**src/rtl/fifo_wr_arbiter.sv**
```systemverilog
// Round-robin write arbiter: grants one requester at a time the shared FIFO
// write port for bursts of up to BURST_LEN beats, with one idle cycle between grants.
module fifo_wr_arbiter #(
  parameter int unsigned DATA_WIDTH = 8,
  parameter int unsigned NUM_REQ    = 4,
  parameter int unsigned BURST_LEN  = 4
) (
  input  logic                            clk,
  input  logic                            rst_n,
  input  logic [NUM_REQ-1:0]              req_valid,
  input  logic [NUM_REQ*DATA_WIDTH-1:0]   req_data,
  output logic [NUM_REQ-1:0]              req_ready,
  input  logic                            fifo_full,
  output logic                            fifo_w_en,
  output logic [DATA_WIDTH-1:0]           fifo_data_in,
  output logic                            grant_valid,
  output logic [((NUM_REQ > 1) ? $clog2(NUM_REQ) : 1)-1:0] grant_id
);

  localparam int unsigned ID_W  = (NUM_REQ > 1) ? $clog2(NUM_REQ) : 1;
  localparam int unsigned CNT_W = $clog2(BURST_LEN + 1);

  typedef enum logic {
    IDLE  = 1'b0,
    BURST = 1'b1
  } state_t;

  state_t            state_q, state_d;
  logic [ID_W-1:0]   gid_q, gid_d;
  logic [ID_W-1:0]   rr_q, rr_d;
  logic [CNT_W-1:0]  cnt_q, cnt_d;
  logic              pick_found;
  logic [ID_W-1:0]   pick_id;

  // Index base+off reduced modulo NUM_REQ (both operands already below NUM_REQ).
  function automatic logic [ID_W-1:0] wrap_add(input logic [ID_W-1:0] base,
                                               input int unsigned    off);
    int unsigned sum;
    sum = 32'(base) + off;
    if (sum >= NUM_REQ) begin
      sum = sum - NUM_REQ;
    end
    return ID_W'(sum);
  endfunction

  // First valid requester searching upward from the round-robin pointer.
  always_comb begin
    pick_found = 1'b0;
    pick_id    = '0;
    for (int unsigned i = 0; i < NUM_REQ; i++) begin
      if (!pick_found && req_valid[wrap_add(rr_q, i)]) begin
        pick_found = 1'b1;
        pick_id    = wrap_add(rr_q, i);
      end
    end
  end

  // Next-state and output decode; write path is combinational off the held grant.
  always_comb begin
    state_d      = state_q;
    gid_d        = gid_q;
    rr_d         = rr_q;
    cnt_d        = cnt_q;
    req_ready    = '0;
    fifo_w_en    = 1'b0;
    fifo_data_in = '0;
    grant_valid  = 1'b0;
    case (state_q)
      IDLE: begin
        if (pick_found) begin
          state_d = BURST;
          gid_d   = pick_id;
          cnt_d   = '0;
        end
      end
      BURST: begin
        grant_valid         = 1'b1;
        req_ready[gid_q]    = ~fifo_full;
        fifo_w_en           = req_valid[gid_q] & ~fifo_full;
        fifo_data_in        = req_data[32'(gid_q) * DATA_WIDTH +: DATA_WIDTH];
        if (fifo_w_en) begin
          cnt_d = cnt_q + CNT_W'(1);
        end
        // Release on a dropped request or on the beat that completes the burst.
        if (!req_valid[gid_q] || (fifo_w_en && (cnt_q == CNT_W'(BURST_LEN - 1)))) begin
          state_d = IDLE;
          cnt_d   = '0;
          rr_d    = (gid_q == ID_W'(NUM_REQ - 1)) ? '0 : gid_q + ID_W'(1);
        end
      end
      default: begin
        state_d = IDLE;
      end
    endcase
  end

  // State, grant, pointer and beat counter registers.
  always_ff @(posedge clk or negedge rst_n) begin
    if (!rst_n) begin
      state_q <= IDLE;
      gid_q   <= '0;
      rr_q    <= '0;
      cnt_q   <= '0;
    end else begin
      state_q <= state_d;
      gid_q   <= gid_d;
      rr_q    <= rr_d;
      cnt_q   <= cnt_d;
    end
  end

  assign grant_id = gid_q;

endmodule

```
**config.mk**
```make
export PLATFORM = sky130hd
export DESIGN_NAME = fifo_wr_arbiter
export DESIGN_NICKNAME = d
export VERILOG_FILES = /design/src/rtl/fifo_wr_arbiter.sv
export SDC_FILE = /design/constraint.sdc
export NUM_CORES = 1
export LEC_CHECK = 0
export BUFFER_PORTS_ARGS = -buffer_cell sky130_fd_sc_hd__buf_4
export CORE_MARGIN = 8
export CORE_UTILIZATION = 45
export DETAILED_ROUTE_END_ITERATION = 10
export PLACE_DENSITY = 0.93
export RECOVER_POWER = 25
export SLEW_MARGIN = 5
export SYNTH_ARGS = -nofsm -noshare
export SYNTH_HDL_FRONTEND = slang
export SYNTH_SLANG_ARGS = --single-unit
export TNS_END_PERCENT = 10
```
**constraint.sdc**
```tcl
create_clock -name clk -period 2.4 [get_ports clk]
set_input_delay 0.36 -clock clk [delete_from_list [all_inputs] [get_ports clk]]
set_output_delay 0.36 -clock clk [all_outputs]
set_load 0.02 [all_outputs]
```
==> flow_metrics.env <==
export IMPL_status="completed"
export IMPL_diodes=0
export IMPL_grt_use_total_pct=16.5
export IMPL_cts_sinks=8
export IMPL_gr_total_overflow=0
export IMPL_ys_ff_latch=8
export IMPL_clock_latency_ns=0.26
export IMPL_slew_violations=0
export IMPL_synth_ff_type="dfrtp_1"
export IMPL_drt_iter0_drc=31
export IMPL_hold_viol=0
export IMPL_port_buffer_count=54
export IMPL_cts_resized=0
export IMPL_vias_per_cell=5.53
export IMPL_p_int_mw=0.770
export IMPL_p_sw_share_pct=45.4
export IMPL_yosysSeqAreaShare_pct=23.4
export IMPL_synth_top_family_by_area="multiplexers"
export IMPL_cts_tree="done"
export IMPL_combPwrFrac_pct=74.1
export IMPL_synth_edff_count=0
export IMPL_hold_path_class="in2reg"
export IMPL_fp_dieW_um=59.6
export IMPL_vias=902
export IMPL_start_util_pct=48.6
export IMPL_ir_worst_vdd_mv=0.786
export IMPL_synthAdderAreaFrac_pct=8.76
export IMPL_final_cell_mix="buf_4 (56), and2_1 (15), mux4_2 (9)"
export IMPL_synth_area_um2=857
export IMPL_setup_worst_path_start_class="register"
export IMPL_fin_nets=185
export IMPL_clockPowerShare_pct=7.3
export IMPL_hold_path_depth=3
export IMPL_reg2regPathDepth=3
export IMPL_slowest_stage="mux4_2"
export IMPL_async_flop_share_pct=100
export IMPL_r2r_start="grant_id[1]"
export IMPL_end_kind="primary output"
export IMPL_setup_worst_path_start="grant_id[0]"
export IMPL_worst_setup_path_type="reg2out"
export IMPL_post_drt_wl_per_cell_um=17.8
export IMPL_netlist_instances=81
export IMPL_first_pass_iters=6
export IMPL_setup_tns_final_ns=0
export IMPL_fin_crit_ns=2.11
export IMPL_antenna_found_initial=0
export IMPL_required_ns=2.04
export IMPL_grt_max_degree=19
export IMPL_clockBufferDepth=2
export IMPL_synth_xor_area_share_pct=0
export IMPL_ys_types=30
export IMPL_seqPwrFrac_pct=18.6
export IMPL_synth_compound_area_share_pct=8.76
export IMPL_std_cell_rows=15
export IMPL_drive_gt1_share_pct=51.4
export IMPL_area_growth_pct=54.9
export IMPL_cap_violations=0
export IMPL_ios=55
export IMPL_fillers=137
export IMPL_clockRootBuffer="clkbuf_4"
export IMPL_dieArea_um2=3560
export IMPL_htree_levels=1
export IMPL_synthMuxAreaShare_pct=30.8
export IMPL_cp_cell_sequence="buf_4, mux4_2, and2_1, buf_4"
export IMPL_hold_start="req_valid[0]"
export IMPL_clock_skew_ns=0.00612
export IMPL_post_route_util_pct=75.2
export IMPL_holdPathEnd="grant_id[0]"
export IMPL_leakage_nw=0.663
export IMPL_wl_um=2910
export IMPL_cts_buffers=3
export IMPL_fp_dieH_um=59.6
export IMPL_core_um2=1760
export IMPL_clk_pin_slew_ns=0.06
export IMPL_ant_nets=0
export IMPL_r2r_slack_ns=0.71
export IMPL_syn_area_per_cell_um2=10.6
export IMPL_crit_arrival_ns=1.75
export IMPL_clock_fmax_ghz=0.475
export IMPL_p_switching_mw=0.641
export IMPL_yosys_area_share_simple_pct=23.2
export IMPL_cpPeakStageDelay_ns=0.53
export IMPL_setup_viol_count_final=0
export IMPL_powerDensity_nw_per_um2=1060
export IMPL_dp_hpwl_um=2430
export IMPL_worstMarginPinSlew_ns=0.532
export IMPL_drc=0
export IMPL_grt_pass1_wl_um=4500
export IMPL_post_route_period_util_pct=87.7
export IMPL_yosysWarnings=0
export IMPL_synthesis_nets=126
export IMPL_crit_top_cell="buf_4"
export IMPL_gp_congestion=0.883
export IMPL_path_max_fanout=14
export IMPL_reg2reg_to="rr_q[1]"
export IMPL_layout_commonest_cell="buf_4"
export IMPL_rsz0062_at_grt="false"
export IMPL_slew_headroom_pct=64.3
export IMPL_grt_pass1_vias=950
-- layout make-up --
class | count | area (um2) | area share (%)
Timing Repair Buffer | 58 | 434 | 32.7
Clock buffer | 3 | 22.5 | 1.70
Sequential cell | 8 | 200 | 15.1
Tap cell | 25 | 31.3 | 2.36
Inverter | 7 | 26.3 | 1.98
Multi-Input combinational cell | 62 | 613 | 46.2
-- stage by stage --
step           total power [mW]  hold slack, ns  instance area, um2  setup slack (ns)  cells
3_3_place_gp               1.27           0.180                1300             0.608    159
2_1_floorplan             0.931          0.0644                 857             0.450     81
4_1_cts                    1.43           0.425                1330             0.266    163
5_1_grt                    1.52           0.468                1330             0.207    163
6_report                   1.41           0.445                1330             0.295    163
3_5_place_dp               1.31           0.184                1300             0.557    159
-- logic make-up (layout without fill, tap and decap cells) --
kind of cell,after synthesis,after routing
compound gates,9,9
simple gates,32,32
flops,8,8
fa+ha+maj,6,6
buf+inv,11,68
mux,15,15
-- synthesized netlist by cell type (all sizes together), types with 2 or more instances --
library cell  count  area share [%]
buf               2             1.2
mux4              9              24
inv               7             3.1
nand2b            3             2.2
nor2              3             1.3
clkbuf            2            0.88
dfrtp             8              23
a21oi             2             1.6
nand4             2             1.5
and2             15              11
ha                6             8.8
mux2i             5             5.8
o21ai             2             1.2
-- power by group through the flow --
stage	Combinational [mW]	Sequential, mW	Clock (mW)
final	1.05	0.262	0.103
after global routing	1.13	0.268	0.115
after CTS	1.06	0.260	0.110
after detailed placement	1.05	0.262	0
after global placement	1.02	0.254	0
after floorplan	0.652	0.278	0
-- critical path: cells and delay by family (launching register included) --
family | cells | cell delay [ns]
muxes | 1 | 0.53
buffers and inverters | 2 | 0.40
DFF | 1 | 0.38
and+or+nand+nor | 1 | 0.18
-- state kept, by name (all words and copies together), names as in the netlist --
name,count
grant_id,2
cnt_q,3
state_q,1
rr_q,2
-- how the worst max path moves through the flow --
stage,to,slack [ns],depth (start not counted)
6_report,fifo_data_in[5],0.29,4
5_1_grt,fifo_data_in[5],0.21,4
4_1_cts,fifo_data_in[5],0.27,4
3_5_place_dp,fifo_data_in[5],0.56,4
3_3_place_gp,fifo_w_en,0.61,4
2_1_floorplan,fifo_data_in[0],0.45,3
-- repair_timing --
item                       4_1_cts  5_1_grt
hold endpoints to repair         8        0
setup buffers                    0        0
hold buffers                     1        0
setup endpoints to repair        0        0
-- routing by layer --
layer | up-vias | routed length [um] | track usage [%]
met5 | - | 0 | 0
met4 | 0 | 0 | 4.08
met3 | 0 | 461 | 8.24
met2 | 63 | 1340 | 29.2
met1 | 424 | 1110 | 16.7
li1 | 415 | - | -
Power figures use the tool's default switching activity.
